--- config.mk ---
export PLATFORM = sky130hd
export DESIGN_NAME = sram_init_engine
export DESIGN_NICKNAME = d
export VERILOG_FILES = /design/src/rtl/sram_init_engine.sv
export SDC_FILE = /design/constraint.sdc
export NUM_CORES = 1
export LEC_CHECK = 0
export ABC_AREA = 1
export CORE_ASPECT_RATIO = 0.7
export CORE_MARGIN = 3
export CORE_UTILIZATION = 30
export CTS_CLUSTER_DIAMETER = 50
export CTS_CLUSTER_SIZE = 30
export DETAILED_ROUTE_END_ITERATION = 16
export GPL_TIMING_DRIVEN = 0
export PLACE_DENSITY_LB_ADDON = 0.25
export SLEW_MARGIN = 20
export SYNTH_ARGS = -nofsm -noshare
export SYNTH_HDL_FRONTEND = slang
export SYNTH_SLANG_ARGS = --single-unit
--- constraint.sdc ---
create_clock -name clk -period 3.8 [get_ports clk]
set_input_delay 0.76 -clock clk [delete_from_list [all_inputs] [get_ports clk]]
set_output_delay 0.76 -clock clk [all_outputs]
set_load 0.005 [all_outputs]
--- src/rtl/sram_init_engine.sv ---
// sram_init_engine: sweeps a single-port RAM from address 0 to DEPTH-1,
// either writing (identity, constant, repeating key) or reading back and
// checking for identity contents. Completion is reported via busy/done.
//
// state   | meaning
// --------+-----------------------------------------------------------
// S_IDLE  | waiting for start; RAM outputs and done held at 0
// S_FILL  | one write per cycle, idx = 0 .. DEPTH-1
// S_VERIFY| one read per cycle, idx = 0 .. DEPTH-1
// S_DRAIN | READ_LAT cycles letting the last reads reach the comparator
// S_DONE  | sweep finished; done=1 until start or abort
//
// RAM-facing outputs are registered from the state they describe, so they
// trail the state register by one cycle.
module sram_init_engine #(
  parameter int ADDR_W    = 8,
  parameter int DATA_W    = 8,
  parameter int DEPTH     = 256,
  parameter int KEY_BYTES = 3,
  parameter int READ_LAT  = 1
) (
  input  logic                          clk,
  input  logic                          reset,
  input  logic                          start,
  input  logic                          abort,
  input  logic [1:0]                    mode,
  input  logic [DATA_W-1:0]             fill_value,
  input  logic [KEY_BYTES*DATA_W-1:0]   key,
  input  logic [DATA_W-1:0]             q,
  output logic [ADDR_W-1:0]             address,
  output logic [DATA_W-1:0]             data,
  output logic                          wren,
  output logic                          rden,
  output logic                          busy,
  output logic                          done,
  output logic                          error,
  output logic [ADDR_W-1:0]             err_addr
);

  localparam int IDX_W  = ADDR_W + 1;
  localparam int KIDX_W = (KEY_BYTES > 1) ? $clog2(KEY_BYTES) : 1;
  localparam int DRN_W  = $clog2(READ_LAT) + 1;

  typedef enum logic [2:0] {
    S_IDLE,
    S_FILL,
    S_VERIFY,
    S_DRAIN,
    S_DONE
  } state_t;

  state_t                        state;
  logic [IDX_W-1:0]              idx;
  logic [KIDX_W-1:0]             kidx;
  logic [DRN_W-1:0]              drn_cnt;
  logic [1:0]                    mode_r;
  logic [DATA_W-1:0]             fill_r;
  logic [KEY_BYTES*DATA_W-1:0]   key_r;
  logic                          pipe_vld  [READ_LAT];
  logic [ADDR_W-1:0]             pipe_addr [READ_LAT];
  logic                          last_idx;
  logic [DATA_W-1:0]             key_word;
  logic [DATA_W-1:0]             fill_word;

  assign last_idx = (idx == IDX_W'(DEPTH - 1));

  // Select the write word for the current index; key word 0 is the top slice.
  always_comb begin
    key_word = DATA_W'(key_r >> ((KEY_BYTES - 1 - int'(kidx)) * DATA_W));
    case (mode_r)
      2'd0:    fill_word = DATA_W'(idx);
      2'd1:    fill_word = fill_r;
      default: fill_word = key_word;
    endcase
  end

  // Read-tracking pipeline: each issued read address rides alongside the RAM latency.
  always_ff @(posedge clk or posedge reset) begin
    if (reset) begin
      for (int i = 0; i < READ_LAT; i++) begin
        pipe_vld[i]  <= 1'b0;
        pipe_addr[i] <= '0;
      end
    end else if (abort) begin
      for (int i = 0; i < READ_LAT; i++) begin
        pipe_vld[i] <= 1'b0;
      end
    end else begin
      pipe_vld[0]  <= rden;
      pipe_addr[0] <= address;
      for (int i = 1; i < READ_LAT; i++) begin
        pipe_vld[i]  <= pipe_vld[i-1];
        pipe_addr[i] <= pipe_addr[i-1];
      end
    end
  end

  // Sweep FSM with registered RAM outputs, handshake and sticky error capture.
  always_ff @(posedge clk or posedge reset) begin
    if (reset) begin
      state    <= S_IDLE;
      idx      <= '0;
      kidx     <= '0;
      drn_cnt  <= '0;
      mode_r   <= '0;
      fill_r   <= '0;
      key_r    <= '0;
      address  <= '0;
      data     <= '0;
      wren     <= 1'b0;
      rden     <= 1'b0;
      busy     <= 1'b0;
      done     <= 1'b0;
      error    <= 1'b0;
      err_addr <= '0;
    end else if (abort) begin
      state   <= S_IDLE;
      address <= '0;
      data    <= '0;
      wren    <= 1'b0;
      rden    <= 1'b0;
      busy    <= 1'b0;
      done    <= 1'b0;
    end else begin
      // Only the first mismatch is recorded; a start below clears it again.
      if (pipe_vld[READ_LAT-1] && !error &&
          (q != DATA_W'(pipe_addr[READ_LAT-1]))) begin
        error    <= 1'b1;
        err_addr <= pipe_addr[READ_LAT-1];
      end
      case (state)
        S_IDLE, S_DONE: begin
          address <= '0;
          data    <= '0;
          wren    <= 1'b0;
          rden    <= 1'b0;
          busy    <= 1'b0;
          done    <= (state == S_DONE);
          if (start) begin
            mode_r   <= mode;
            fill_r   <= fill_value;
            key_r    <= key;
            idx      <= '0;
            kidx     <= '0;
            done     <= 1'b0;
            error    <= 1'b0;
            err_addr <= '0;
            state    <= (mode == 2'd3) ? S_VERIFY : S_FILL;
          end
        end
        S_FILL: begin
          address <= idx[ADDR_W-1:0];
          data    <= fill_word;
          wren    <= 1'b1;
          rden    <= 1'b0;
          busy    <= 1'b1;
          done    <= 1'b0;
          kidx    <= (kidx == KIDX_W'(KEY_BYTES - 1)) ? '0 : kidx + 1'b1;
          if (last_idx) begin
            state <= S_DONE;
          end else begin
            idx <= idx + 1'b1;
          end
        end
        S_VERIFY: begin
          address <= idx[ADDR_W-1:0];
          data    <= '0;
          wren    <= 1'b0;
          rden    <= 1'b1;
          busy    <= 1'b1;
          done    <= 1'b0;
          if (last_idx) begin
            state   <= S_DRAIN;
            drn_cnt <= DRN_W'(READ_LAT - 1);
          end else begin
            idx <= idx + 1'b1;
          end
        end
        S_DRAIN: begin
          address <= '0;
          data    <= '0;
          wren    <= 1'b0;
          rden    <= 1'b0;
          busy    <= 1'b1;
          done    <= 1'b0;
          if (drn_cnt == '0) begin
            state <= S_DONE;
          end else begin
            drn_cnt <= drn_cnt - 1'b1;
          end
        end
        default: begin
          state <= S_IDLE;
        end
      endcase
    end
  end

endmodule

==> results.md, run 1 <==
* Count of warnings emitted by yosys at 0
* DIE WIDTH at 146 µm
* Critical path origin: kidx[0]
* Synthesized Nets at 563
* Compound-cell area share of the yosys netlist at 0.128
* Headroom to the max-slew limit at 0.651
* Number of nets at the end of the flow at 649
* Final Instance Area at 5460 µm²
* Highest achievable clock rate at 0.472 GHz
* Initial DRT Pass Iterations at 5
* Number of global-route vias before repair at 3417
* Combined global-route utilization of all metal layers at 0.148
* Required time worst endpoint at 4.01 ns
* Routed len/inst at 14.0 µm
* Simple-gate share of the synthesized area at 0.228
* Starting density of the core at 0.310
* XOR/XNOR share of the synthesized area at 0.00848
* Post-Syn Instances at 512
* Share of layout cells above drive strength 1 at 0.0813
* Number of gates given a new drive strength after cts at 0
* Gr ovfl total at 0
* Number of setup buffers added after CTS at 0
* Sw Pwr at 1.16 mW
* Max-capacitance violation count at 0
* Synthesized area at 4130 µm²
* Clk sink count at 86
* Final hold violations at 0
* Highest cell delay on the worst timing path at 0.46 ns
* Maximum fanout along the worst path at 8
* Sequential area share after synthesis at 0.521
* Wire length of the first global-routing pass at 18100 µm
* Global placement routability congestion at 0.867
* Antenna violation net count after detailed routing at 0
* Instance count along the most critical hold path at 2
* Number of vias per cell at 4.60
* DR DRC count at 0
* Critical path cell sequence: clkinv_1 -> ha_1 -> nand2_1 -> o211ai_1 -> nand2_1 -> nand3_1 -> o21ai_0
* Final Max Slew Viols at 0
* # setup viols final at 0
* Slack of the worst reg-to-reg path at 1.68 ns
* Most repeated library cell on the critical path: sky130_fd_sc_hd__nand2_1
* Number of cells on the worst reg-to-reg path at 7
* Top cell family by delay on the critical path: adder cells
* Portion of the clock cycle consumed by the worst path in the final layout at 0.557
* Largest net degree at the start of global routing at 55
* # diodes at 0
* Clock buffer count from CTS at 9
* Power, Total at 3.30 mW
* Transition time at the pin with the least slew margin at 0.521 ns
* Max Buffers Root-to-Sink at 2
* DIE HEIGHT at 104 µm
* Worst setup path category: reg -> reg
* Routed via count at 3622
* Post-synthesis adder-cell area fraction at 0.0151
* Critical R2R Capture: data[4]
* Hold crit path type: reg -> reg
* Clock H-tree levels at 3
* Routed wire length at 11000 µm
* Synthesized flop and latch total at 86
* Number of distinct standard cells referenced by the synthesized netlist at 30
* CTS tree: yes
* Last element of the critical path: data[4]
* Category of the worst setup path launch point: register
* Cell count along the critical path at 7
* Internal power of the cells at 2.14 mW
* Root buffer cell: sky130_fd_sc_hd__clkbuf_16
* HPWL after detailed placement at 8340 µm
* Total die area at 15200 µm²
* Latest clock arrival within the worst-skew pair at 0.34 ns
* Clock-pin slew of the registers on the worst-case setup and hold paths at 0.06 ns
* Startpoint of the worst register-to-register path: kidx[0]
* Hold-fix buffers at CTS at 0
* Count of pins on the block boundary at 75
* Core Rows at 35
* Period minus WS final at 2.12 ns
* Slowest CP cell: sky130_fd_sc_hd__ha_1
* Per-instance average area after synthesis at 8.07 µm²
* CP arrival at 2.33 ns
* Buf+Inv Stages, Crit Path at 1
* Clock group share of total power at 0.290
* Setup repair after global routing missed its margin: false
* Reported leakage power at 2.51 nW
* Type of element capturing the critical path: register
* Share of synthesized area spent on multiplexers at 0
* Worst vdd ir at 229 µV
* Initial antenna violation count at 0
* Number of port buffers at 74
* Status: finished, final reports clean
* Main combinational cell family by area after synthesis: simple AND/OR/NAND/NOR gates
* Setup clock skew after layout at 0.00389 ns
* Combinational share of power at 0.320
* Portion of total power attributed to sequential cells at 0.390
* Net Sw Frac at 0.351
* Power density cells at 604 nW/µm²
* DRC marker count from the first detailed-route iteration at 308
* Standard cell area after detailed placement at 5130 µm²
* Layout overhead on the synthesized area at 32.1%
* Area of the core at 13300 µm²
cell usage in the layout (no fill, tap or decap), drive strengths merged, types with 12 or more instances in the layout:
cell type | synthesis | final
nand2 | 155 | 155
o21ai | 51 | 51
nand3 | 34 | 34
o22ai | 12 | 12
dfrtp | 86 | 86
clkdlybuf4s50 | 0 | 74
nor2 | 29 | 29
a21oi | 19 | 19
clkbuf | 4 | 13
inv | 84 | 85
flip-flops by register name, summed over array words and instances (netlist names):
register,cells
fill_r,8
pipe_vld,1
rden,1
state,3
err_addr,8
address,8
kidx,2
pipe_addr,8
busy,1
data,8
wren,1
key_r,24
done,1
idx,9
error,1
mode_r,2
through the flow:
stage,hold WS [ns],worst slack [ns],utilization,TNS (ns),cells
final,0.473,1.68,0.410,0,788
after global routing,0.496,1.51,0.410,0,788
after CTS,0.481,1.71,0.410,0,788
after detailed placement,0.466,1.41,0.386,0,772
after global placement,0.460,-0.634,0.383,-53.97,771
after floorplan,0.437,0.818,-,0,512
power groups by stage:
| stage | sequential [mW] | combinational (mW) | clock, mW |
|---|---|---|---|
| 2_1_floorplan | 1.27 | 0.670 | 0 |
| 3_3_place_gp | 1.30 | 1.02 | 0 |
| 3_5_place_dp | 1.30 | 1.05 | 0 |
| 4_1_cts | 1.29 | 1.05 | 0.978 |
| 5_1_grt | 1.31 | 1.19 | 1.01 |
| 6_report | 1.29 | 1.05 | 0.956 |
per-layer routing:
| layer | wire length, µm | part of all wire | global-route usage |
|---|---|---|---|
| met4 | 156 | 0.014 | 0.0450 |
| met3 | 754 | 0.068 | 0.0427 |
| met1 | 5470 | 0.50 | 0.222 |
| met5 | 0 | 0 | 0 |
| met2 | 4660 | 0.42 | 0.204 |
synth_stat cells, drive strengths merged:
cell,count,share of area
nor2,29,0.032
nand4,4,0.0061
clkbuf,4,0.0039
clkinv,2,0.0018
o211ai,7,0.013
o21ai,51,0.064
xnor2,4,0.0085
a22oi,4,0.0073
inv,84,0.076
buf,10,0.018
nand2,155,0.15
o22ai,12,0.018
nor3,1,0.0012
ha,5,0.015
nand3,34,0.042
a21oi,19,0.024
dfrtp,86,0.52
a211o,1,0.0021
final cells by class:
type / count / area (µm²)
clock buffer: 9 / 225
buffer: 14 / 88.8
inverter: 86 / 325
multi-input combinational: 326 / 1570
clock inverter: 7 / 97.6
timing repair buffer: 75 / 768
fill: 1336 / 7860
tap: 185 / 231
sequential: 86 / 2150
logic make-up after synthesis:
group,Yosys count
AOI/OAI and AO/OA,94
xor gates and xnor gates,4
adders and majority gates,5
buffers and inverters,100
DFF,86
and+or+nand+nor,223
worst min path at each step:
stage               from   endpoint
3_5_place_dp    key_r[9]   key_r[9]
3_3_place_gp    key_r[2]   key_r[2]
2_1_floorplan   key_r[3]   key_r[3]
6_report        key_r[3]   key_r[3]
4_1_cts        key_r[10]  key_r[10]
5_1_grt         key_r[3]   key_r[3]
worst register-to-register path: cells and delay by family (launching register included):
family | cells | cell delay, ns
adders and majority gates | 1 | 0.46
buffers and inverters | 1 | 0.27
AOI/OAI and AO/OA | 2 | 0.44
DFF | 1 | 0.42
and+or+nand+nor | 3 | 0.39
No activity file was read; power rests on OpenSTA's default activity.
==> inputs of run 2 (changes only) <==
==> constraint.sdc (replaced) <==
create_clock -name clk -period 1.9 [get_ports clk]
set_input_delay 0.38 -clock clk [delete_from_list [all_inputs] [get_ports clk]]
set_output_delay 0.38 -clock clk [all_outputs]
set_load 0.005 [all_outputs]
==> run 2 against run 1 <==
Compared with the run above: largest power group unchanged; largest cell class unchanged; register-to-register slack worse by 1.6 ns; combinational power grew 110%; final cell count increased by 0.76%; highest routed layer unchanged.
==> results.md, run 2 (synthesized netlist as in run 1, its figures left out) <==
* Status: finished, final reports clean
* Final non-filler cell total at 794 (+0.76%)
* Transition time at the pin with the least slew margin at 0.568 ns (+0.0470 ns)
* Startpoint of the worst register-to-register path: idx[0]
* Number of vias per cell at 4.61 (+0.34%)
* Required time worst endpoint at 2.16 ns (-1.85 ns)
* Reported leakage power at 2.54 nW (+1.1%)
* Clock buffer count from CTS at 9 (unchanged)
* Slack of the worst reg-to-reg path at 0.05 ns (-1.63 ns)
* Total die area at 15200 µm² (unchanged)
* Worst vdd ir at 565 µV (+150%)
* Highest achievable clock rate at 0.542 GHz (+15%)
* Register ranked first by flip-flop count: key_r
* # diodes at 0 (unchanged)
* Combined global-route utilization of all metal layers at 0.148 (-0.000314)
* Portion of total power attributed to sequential cells at 0.390 (about the same)
* DIE WIDTH at 146 µm (unchanged)
* Internal power of the cells at 4.34 mW (+100%)
* Gr ovfl total at 0 (unchanged)
* Clk sink count at 86 (unchanged)
* Clock group share of total power at 0.285 (-0.005)
* Headroom to the max-slew limit at 0.620 (-0.0308)
* Antenna violation net count after detailed routing at 0 (unchanged)
* Initial DRT Pass Iterations at 4 (-1)
* Max Buffers Root-to-Sink at 2 (unchanged)
* Clock-pin slew of the registers on the worst-case setup and hold paths at 0.06 ns (about the same)
* Global placement routability congestion at 0.862 (-0.65%)
* DRC marker count from the first detailed-route iteration at 241 (-22%)
* Critical R2R Capture: idx[6]
* DR DRC count at 0 (unchanged)
* Count of pins on the block boundary at 75 (unchanged)
* Root buffer cell: sky130_fd_sc_hd__clkbuf_16
* Number of nets at the end of the flow at 655 (+0.92%)
* Total negative slack at 0 ns (unchanged)
* CP arrival at 2.11 ns (-0.22 ns)
* Routed via count at 3662 (+1.1%)
* Number of global-route vias before repair at 3517 (+2.9%)
* Routed wire length at 11200 µm (+1.1%)
* DIE HEIGHT at 104 µm (unchanged)
* Leading registers by flop count: key_r x24, idx x9
* Last element of the critical path: idx[6]
* Max-capacitance violation count at 0 (unchanged)
* Largest net degree at the start of global routing at 34 (-38%)
* Hold-fix buffers at CTS at 0 (unchanged)
* Hold crit path type: in -> async
* Placed cell count at 773 (+0.13%)
* HPWL after detailed placement at 8340 µm (about the same)
* Number of cells on the worst reg-to-reg path at 11 (+4)
* Category of the worst setup path launch point: register
* Period minus WS final at 1.85 ns (-0.271 ns)
* # setup viols final at 0 (unchanged)
* Area of the core at 13300 µm² (unchanged)
* Critical path origin: idx[0]
* Routed len/inst at 14.1 µm (+0.37%)
* Core Rows at 35 (unchanged)
* Net Sw Frac at 0.346 (-0.00556)
* Combinational share of power at 0.325 (+0.005)
* Portion of the clock cycle consumed by the worst path in the final layout at 0.972 (+0.415)
* Power density cells at 1200 nW/µm² (+99%)
* Setup clock skew after layout at 0.00792 ns (+0.00403 ns)
* Final Max Slew Viols at 0 (unchanged)
* Wire length of the first global-routing pass at 18200 µm (+0.61%)
* Sw Pwr at 2.30 mW (+98%)
* Number of port buffers at 74 (unchanged)
* Number of fill cells in the layout at 1341 (+0.37%)
* Initial antenna violation count at 0 (unchanged)
* Layout overhead on the synthesized area at 33.9%
* Worst setup path category: reg -> reg
* CTS tree: yes
* Starting density of the core at 0.310 (unchanged)
* Max reg flops at 24 (unchanged)
* Type of element capturing the critical path: register
* Share of layout cells above drive strength 1 at 0.107 (+0.0255)
* Final hold violations at 0 (unchanged)
* Clock H-tree levels at 3 (unchanged)
* Setup repair after global routing missed its margin: true
* Power, Total at 6.64 mW (+100%)
* Most frequent cells in the layout: sky130_fd_sc_hd__nand2_1 (147), sky130_fd_sc_hd__dfrtp_1 (86), sky130_fd_sc_hd__inv_1 (76)
* Leading cell type in the layout, fill and taps excluded: sky130_fd_sc_hd__nand2_1
* Maximum fanout along the worst path at 3 (-5)
* Latest clock arrival within the worst-skew pair at 0.34 ns (about the same)
run 2: changes by cell type in the layout (fill, tap and decap cells not counted), moves of 3 or more:
cell                      change
sky130_fd_sc_hd__buf_4        +5
sky130_fd_sc_hd__ha_1         -3
sky130_fd_sc_hd__ha_2         +3
sky130_fd_sc_hd__nand2_1      -3
sky130_fd_sc_hd__nand2_2      +3
run 2: worst min-delay path by stage:
stage             start   endpoint  slack, ns
2_1_floorplan  key_r[3]   key_r[3]       0.44
3_3_place_gp   key_r[1]   key_r[1]       0.46
3_5_place_dp   key_r[7]   key_r[7]       0.46
4_1_cts           reset    kidx[0]       0.46
5_1_grt           reset  key_r[22]       0.50
6_report          reset  key_r[20]       0.45
run 2: what timing repair did:
action | CTS | global route
pin swaps | 2 | 7
endpoints found under the hold margin | 0 | 0
setup endpoints to repair | 7 | 19
buffers inserted | 2 | 3
gates resized for setup | 2 | 13
run 2: final cells by class:
| type | instances | area, µm² | area share |
|---|---|---|---|
| repair buffers | 81 | 818 | 0.148 |
| inverters | 86 | 329 | 0.0594 |
| clock buffers | 12 | 246 | 0.0445 |
| multi-input cells | 326 | 1600 | 0.289 |
| clock inverters | 4 | 70.1 | 0.0127 |
| well taps | 185 | 231 | 0.0418 |
| flip-flops and latches | 86 | 2150 | 0.389 |
| plain buffers | 14 | 88.8 | 0.0160 |
run 2: power groups by stage:
stage / sequential [mW] / combinational (mW) / clock (mW)
global placement: 2.60 / 2.04 / 0
finish: 2.59 / 2.16 / 1.89
detailed placement: 2.61 / 2.08 / 0
CTS: 2.59 / 2.12 / 1.92
floorplan: 2.54 / 1.34 / 0
global route: 2.65 / 2.43 / 1.99
run 2: critical path: stages (launching register included):
cell	delay (ns)
sky130_fd_sc_hd__dfrtp_1	0.39
sky130_fd_sc_hd__ha_2	0.21
sky130_fd_sc_hd__nand4_1	0.10
sky130_fd_sc_hd__nor2_1	0.07
sky130_fd_sc_hd__ha_2	0.17
sky130_fd_sc_hd__inv_1	0.05
sky130_fd_sc_hd__nand2_1	0.05
sky130_fd_sc_hd__nand2_2	0.07
sky130_fd_sc_hd__nand4_1	0.19
sky130_fd_sc_hd__nor2_2	0.22
sky130_fd_sc_hd__nand3_1	0.11
sky130_fd_sc_hd__a21oi_1	0.13
run 2: stage by stage:
step | hold slack, ns | area (µm²) | worst slack, ns | utilization
6_report | 0.446 | 5540 | 0.0535 | 0.416
2_1_floorplan | 0.437 | 4140 | 0.225 | -
4_1_cts | 0.459 | 5480 | 0.00187 | 0.412
3_5_place_dp | 0.464 | 5150 | -0.130 | 0.387
5_1_grt | 0.498 | 5540 | -0.0713 | 0.416
3_3_place_gp | 0.459 | 5110 | -0.458 | 0.384
run 2: metal layers:
layer | global-route usage | routed length (µm)
met1 | 0.217 | 5600
met2 | 0.212 | 4850
met3 | 0.0427 | 642
met4 | 0.0383 | 81
met5 | 0 | 0
==> patch 1, RTL diff (flow settings as in run 2) <==
Change the parameter `KEY_BYTES` from 3 to 6.
--- a/src/rtl/sram_init_engine.sv
+++ b/src/rtl/sram_init_engine.sv
@@ -17,5 +17,5 @@
   parameter int DATA_W    = 8,
   parameter int DEPTH     = 256,
-  parameter int KEY_BYTES = 3,
+  parameter int KEY_BYTES = 6,
   parameter int READ_LAT  = 1
 ) (
Interface: changed (resized key); port bits go from 75 to 99. The function was not compared with the original's and may differ.
==> patch 1 against run 2 <==
- the flow now finishes with violations (setup timing)
- total power is 33% higher
- routed wire length is 36% higher
- critical path depth is 4 higher
- area after synthesis is 32% higher
- worst setup slack worse by 150 ps
- non-clock buffer count is 44 higher
- sequential cell count is 25 higher
- final area is 31% higher
- highest routed layer unchanged
==> patch 1: results (changes against run 2) <==
Status - complete, but fails checks
Failing checks - setup timing
Fillers - 1785 (+33%)
Worst setup margin - -94.80 ps (-148.3 ps)
Reg2reg end - key_r[23]
Regs by FF count - key_r x48, idx x9
First-pass GRT wire length - 24270 um (+34%)
# nets final - 907 (+38%)
Mean Syn Cell Area - 7.669 um2 (-5.0%)
Sequential area share after synthesis - 51.01% (-1.1 points)
Drt via density - 4.480 (-2.9%)
Wire length per cell - 14.22 um (+1.1%)
Least-Margin Pin Slew - 634.0 ps (+65.56 ps)
Post-DP Area - 6783 um2 (+32%)
Gpl congestion - 0.8039 (-6.7%)
Wl on met1 - 8380 um (+50%)
Worst Skew - 6.042 ps (-1.878 ps)
Pleak - 0.003469 uW (+37%)
Global router's overall resource usage - 15.41% (+0.66 points)
Placed insts - 1042 (+35%)
Met3 Wirelength - 708 um (+10%)
Max VDD drop - 0.4613 mV (-18%)
Largest cells by area after synthesis - dfrtp_1, nand2_1, inv_1
Max stage delay on crit path - 360 ps (-30 ps)
Vias in the first global route - 4599 (+31%)
Final setup fails - 42 (+42)
Routed WL - 15160 um (+36%)
Synth top cells by count - nand2_1, dfrtp_1, inv_1
IO buf count - 98 (+32%)
CP Max Fanout - 11 (+8)
Starting DRT DRC Count - 371 (+54%)
R2r worst-path depth - 15 (+4)
patch 1: cell types whose count changed in the layout (fill, tap and decap cells not counted), sizes merged, moves of 13 or more:
cell,before,now
nand2,155,276
inv,84,101
buf,17,31
a21oi,19,6
clkdlybuf4s50,74,98
dfrtp,86,111
patch 1: area by class of cell:
| class | instances | share of cell area, % |
|---|---|---|
| Sequential cell | 111 | 38.28 |
| Inverter | 103 | 5.478 |
| Buffer | 26 | 2.429 |
| Timing Repair Buffer | 113 | 15.81 |
| Tap cell | 231 | 3.979 |
| Clock buffer | 11 | 3.342 |
| Clock inverter | 3 | 0.2929 |
| Multi-Input combinational cell | 468 | 30.39 |
patch 1: critical path, delay by kind of cell (launching register included):
kind	cells	cell delay, ps
AND/OR/NAND/NOR	9	690
adder cells (fa/ha/maj)	2	410
buffers and inverters	4	410
flip-flops	1	360
patch 1: power by group through the flow:
| stage | clock network, uW | logic [uW] | registers (uW) |
|---|---|---|---|
| final | 1770 | 3590 | 3450 |
| after global routing | 1920 | 4100 | 3530 |
| after CTS | 1830 | 3460 | 3440 |
| after detailed placement | 0 | 3280 | 3500 |
| after global placement | 0 | 3230 | 3500 |
| after floorplan | 0 | 2220 | 3380 |
patch 1: routing by layer:
metal | up-vias | GRT usage [%]
met3 | 12 | 3.678
li1 | 2460 | -
met1 | 2189 | 24.93
met4 | 0 | 3.400
met2 | 115 | 20.30
met5 | - | 0
patch 1: stage by stage:
stage                     hold WS (ps)  worst slack, ps  utilization [%]  total power [uW]  TNS (ps)
after floorplan                  440.7            45.54                -              5606         0
final                            463.0           -94.80            41.58              8809     -1566
after CTS                        481.0           -55.31            41.07              8724    -492.8
after global routing             511.7           -231.3            41.58              9546    -10650
after global placement           457.6            -1019            38.49              6730   -136480
after detailed placement         459.3           -347.0            38.83              6781    -24710
patch 1: how the worst max path moves through the flow:
stage                       endpoint   start
after detailed placement  address[4]   abort
final                      key_r[23]  idx[0]
after floorplan            key_r[17]  idx[3]
after global routing          idx[5]  idx[0]
after global placement     key_r[26]   reset
after CTS                  key_r[23]  idx[0]
patch 1: repair_timing:
item	4_1_cts	5_1_grt
gates resized for setup	25	32
pin swaps	2	2
cloned	0	1
setup endpoints to repair	77	86
buffers inserted	8	3
patch 1: cell families after synthesis:
family	synth area share, %
simple gates	27.09
buf+inv	9.697
flops	51.01
compound gates	9.926
xor+xnor	1.126
fa+ha+maj	1.149
==> patch 2, RTL diff (config.mk and constraints of run 2) <==
Made on the original files. Re-encode `state_t` (5 states) as one-hot, 5 bits wide.
--- a/src/rtl/sram_init_engine.sv
+++ b/src/rtl/sram_init_engine.sv
@@ -42,10 +42,10 @@
   localparam int DRN_W  = $clog2(READ_LAT) + 1;
 
-  typedef enum logic [2:0] {
-    S_IDLE,
-    S_FILL,
-    S_VERIFY,
-    S_DRAIN,
-    S_DONE
+  typedef enum logic [4:0] {
+    S_IDLE   = 5'b00001,
+    S_FILL   = 5'b00010,
+    S_VERIFY = 5'b00100,
+    S_DRAIN  = 5'b01000,
+    S_DONE   = 5'b10000
   } state_t;
 
Behaviour: no difference found for any inputs over 10 cycles, from zero or initial values and one cycle with reset high; not proved beyond that.
==> patch 2 against run 2 <==
- final area rose by 5.7%
- routed wire length is 10% higher
- area after synthesis is 4.1% higher
- sequential cell count increased by 2
- critical path depth stayed put
- synthesized cell count up 5.7%
- total power down 21%
- worst setup slack worse by 24 ps
- largest cell class unchanged
- worst hold slack lost 59 ps
- combinational power decreased by 44%
==> patch 2: results (changes against run 2) <==
Max VDD drop - 0.4115 mV (-27%)
Cell variety after synth - 27 (-10%)
Largest cells by area after synthesis - dfrtp_1, nand2_1, nand3_1
Vias in the first global route - 3849 (+9.4%)
Ratio of cells with drive above 1 in the final layout - 12.85% (+2.2 points)
CP max stage cell - dfrtp_2
Wire length per cell - 14.78 um (+5.1%)
First-pass GRT wire length - 20210 um (+11%)
Post-synthesis adder-cell area fraction - 1.454% (-0.060 points)
Status - finished clean
Switching Fraction - 32.19% (-2.4 points)
Wl on met1 - 6374 um (+14%)
Async S/R FF share, synth - 100.0% (unchanged)
IO buf count - 73 (-1.4%)
Post-Syn Nets - 592 (+5.2%)
TritonCTS buffer count - 9 (unchanged)
R2r worst-path depth - 11 (unchanged)
CP Max Fanout - 6 (+3)
Slew headroom - 60.70% (-1.3 points)
Met3 Use GR - 3.451% (-0.82 points)
Max stage delay on crit path - 430 ps (+40 ps)
Starting DRT DRC Count - 263 (+9.1%)
Final Non-Filler Cells - 831 (+4.7%)
Met1 Use GR - 24.99% (+3.3 points)
Pleak - 0.002827 uW (+11%)
Largest net degree at the start of global routing - 33 (-2.9%)
Met3 Wirelength - 537 um (-16%)
Reg2reg end - idx[7]
Synth top cells by count - nand2_1, dfrtp_1, nand3_1
Hold path depth - 2
Synth Area in Compound Gates - 6.601% (-6.2 points)
Initial DRT Pass Iterations - 5 (+1)
Crit path max-delay family - simple AND/OR/NAND/NOR gates
Placed insts - 802 (+3.8%)
Drt via density - 4.762 (+3.2%)
Xor/xnor share of the synthesized area - 2.035% (+1.2 points)
Place WS - -452.7 ps (-323.1 ps)
CTS Buffer Depth - 2 (unchanged)
HP Class - input pin to flip-flop
Syn Inst Count - 541 (+5.7%)
DP HPWL - 9132 um (+9.5%)
# nets final - 692 (+5.6%)
# diodes - 0 (unchanged)
Gpl congestion - 0.8119 (-5.8%)
Regs by FF count - key_r x24, idx x9
Worst setup margin - 29.18 ps (-24.33 ps)
Antenna violations before repair - 0 (unchanged)
Worst Skew - 9.112 ps (+1.192 ps)
DR WL met2 - 5224 um (+7.7%)
Synthesis warning total - 0 (unchanged)
Global router's overall resource usage - 16.08% (+1.3 points)
CTS clk-pin slew, worst paths - 70 ps
H-tree depth - 3 (unchanged)
GR Layer Usage met2 - 22.49% (+1.3 points)
Sequential area share after synthesis - 51.21% (-0.87 points)
==> patch 2: cell types whose count changed in the layout (fill, tap and decap cells not counted), sizes merged, moves of 8 or more <==
cell   before  now
nand3      34   75
inv        84   55
buf        17   30
nand2     155  205
nor2       29   16
nand4       4   12
o21ai      51   33
==> patch 2: repair_timing <==
| item | CTS | global route |
|---|---|---|
| setup buffers | 9 | 6 |
| resized for setup | 16 | 17 |
| pin swaps | 2 | 13 |
| hold buffers | 0 | 0 |
| hold endpoints to repair | 0 | 0 |
| endpoints found under the setup margin | 19 | 53 |
==> patch 2: cell type report <==
cell class / count / area, um2
Timing Repair Buffer: 91 / 923.4
Buffer: 18 / 107.6
Inverter: 54 / 209.0
Fill cell: 1366 / 7722
Sequential cell: 88 / 2210
Tap cell: 185 / 231.5
Multi-Input combinational cell: 379 / 1891
Clock inverter: 6 / 42.54
Clock buffer: 10 / 239.0
==> patch 2: per-stage QoR <==
stage / setup TNS (ps) / power (uW) / instance area (um2) / util (%) / hold slack (ps)
2_1_floorplan: 0 / 3057 / 4308 / - / 448.7
3_3_place_gp: -53080 / 3457 / 5270 / 38.82 / 470.1
3_5_place_dp: -7891 / 3497 / 5338 / 39.32 / 469.4
4_1_cts: 0 / 5235 / 5743 / 42.30 / 390.0
5_1_grt: -251.3 / 5519 / 5853 / 43.12 / 414.2
6_report: 0 / 5226 / 5853 / 43.12 / 386.9
==> patch 2: power by group through the flow <==
stage	Combinational, uW	Clock (uW)	Sequential (uW)
2_1_floorplan	772	0	2290
3_3_place_gp	1120	0	2340
3_5_place_dp	1150	0	2340
4_1_cts	1190	1730	2310
5_1_grt	1370	1810	2340
6_report	1210	1700	2320
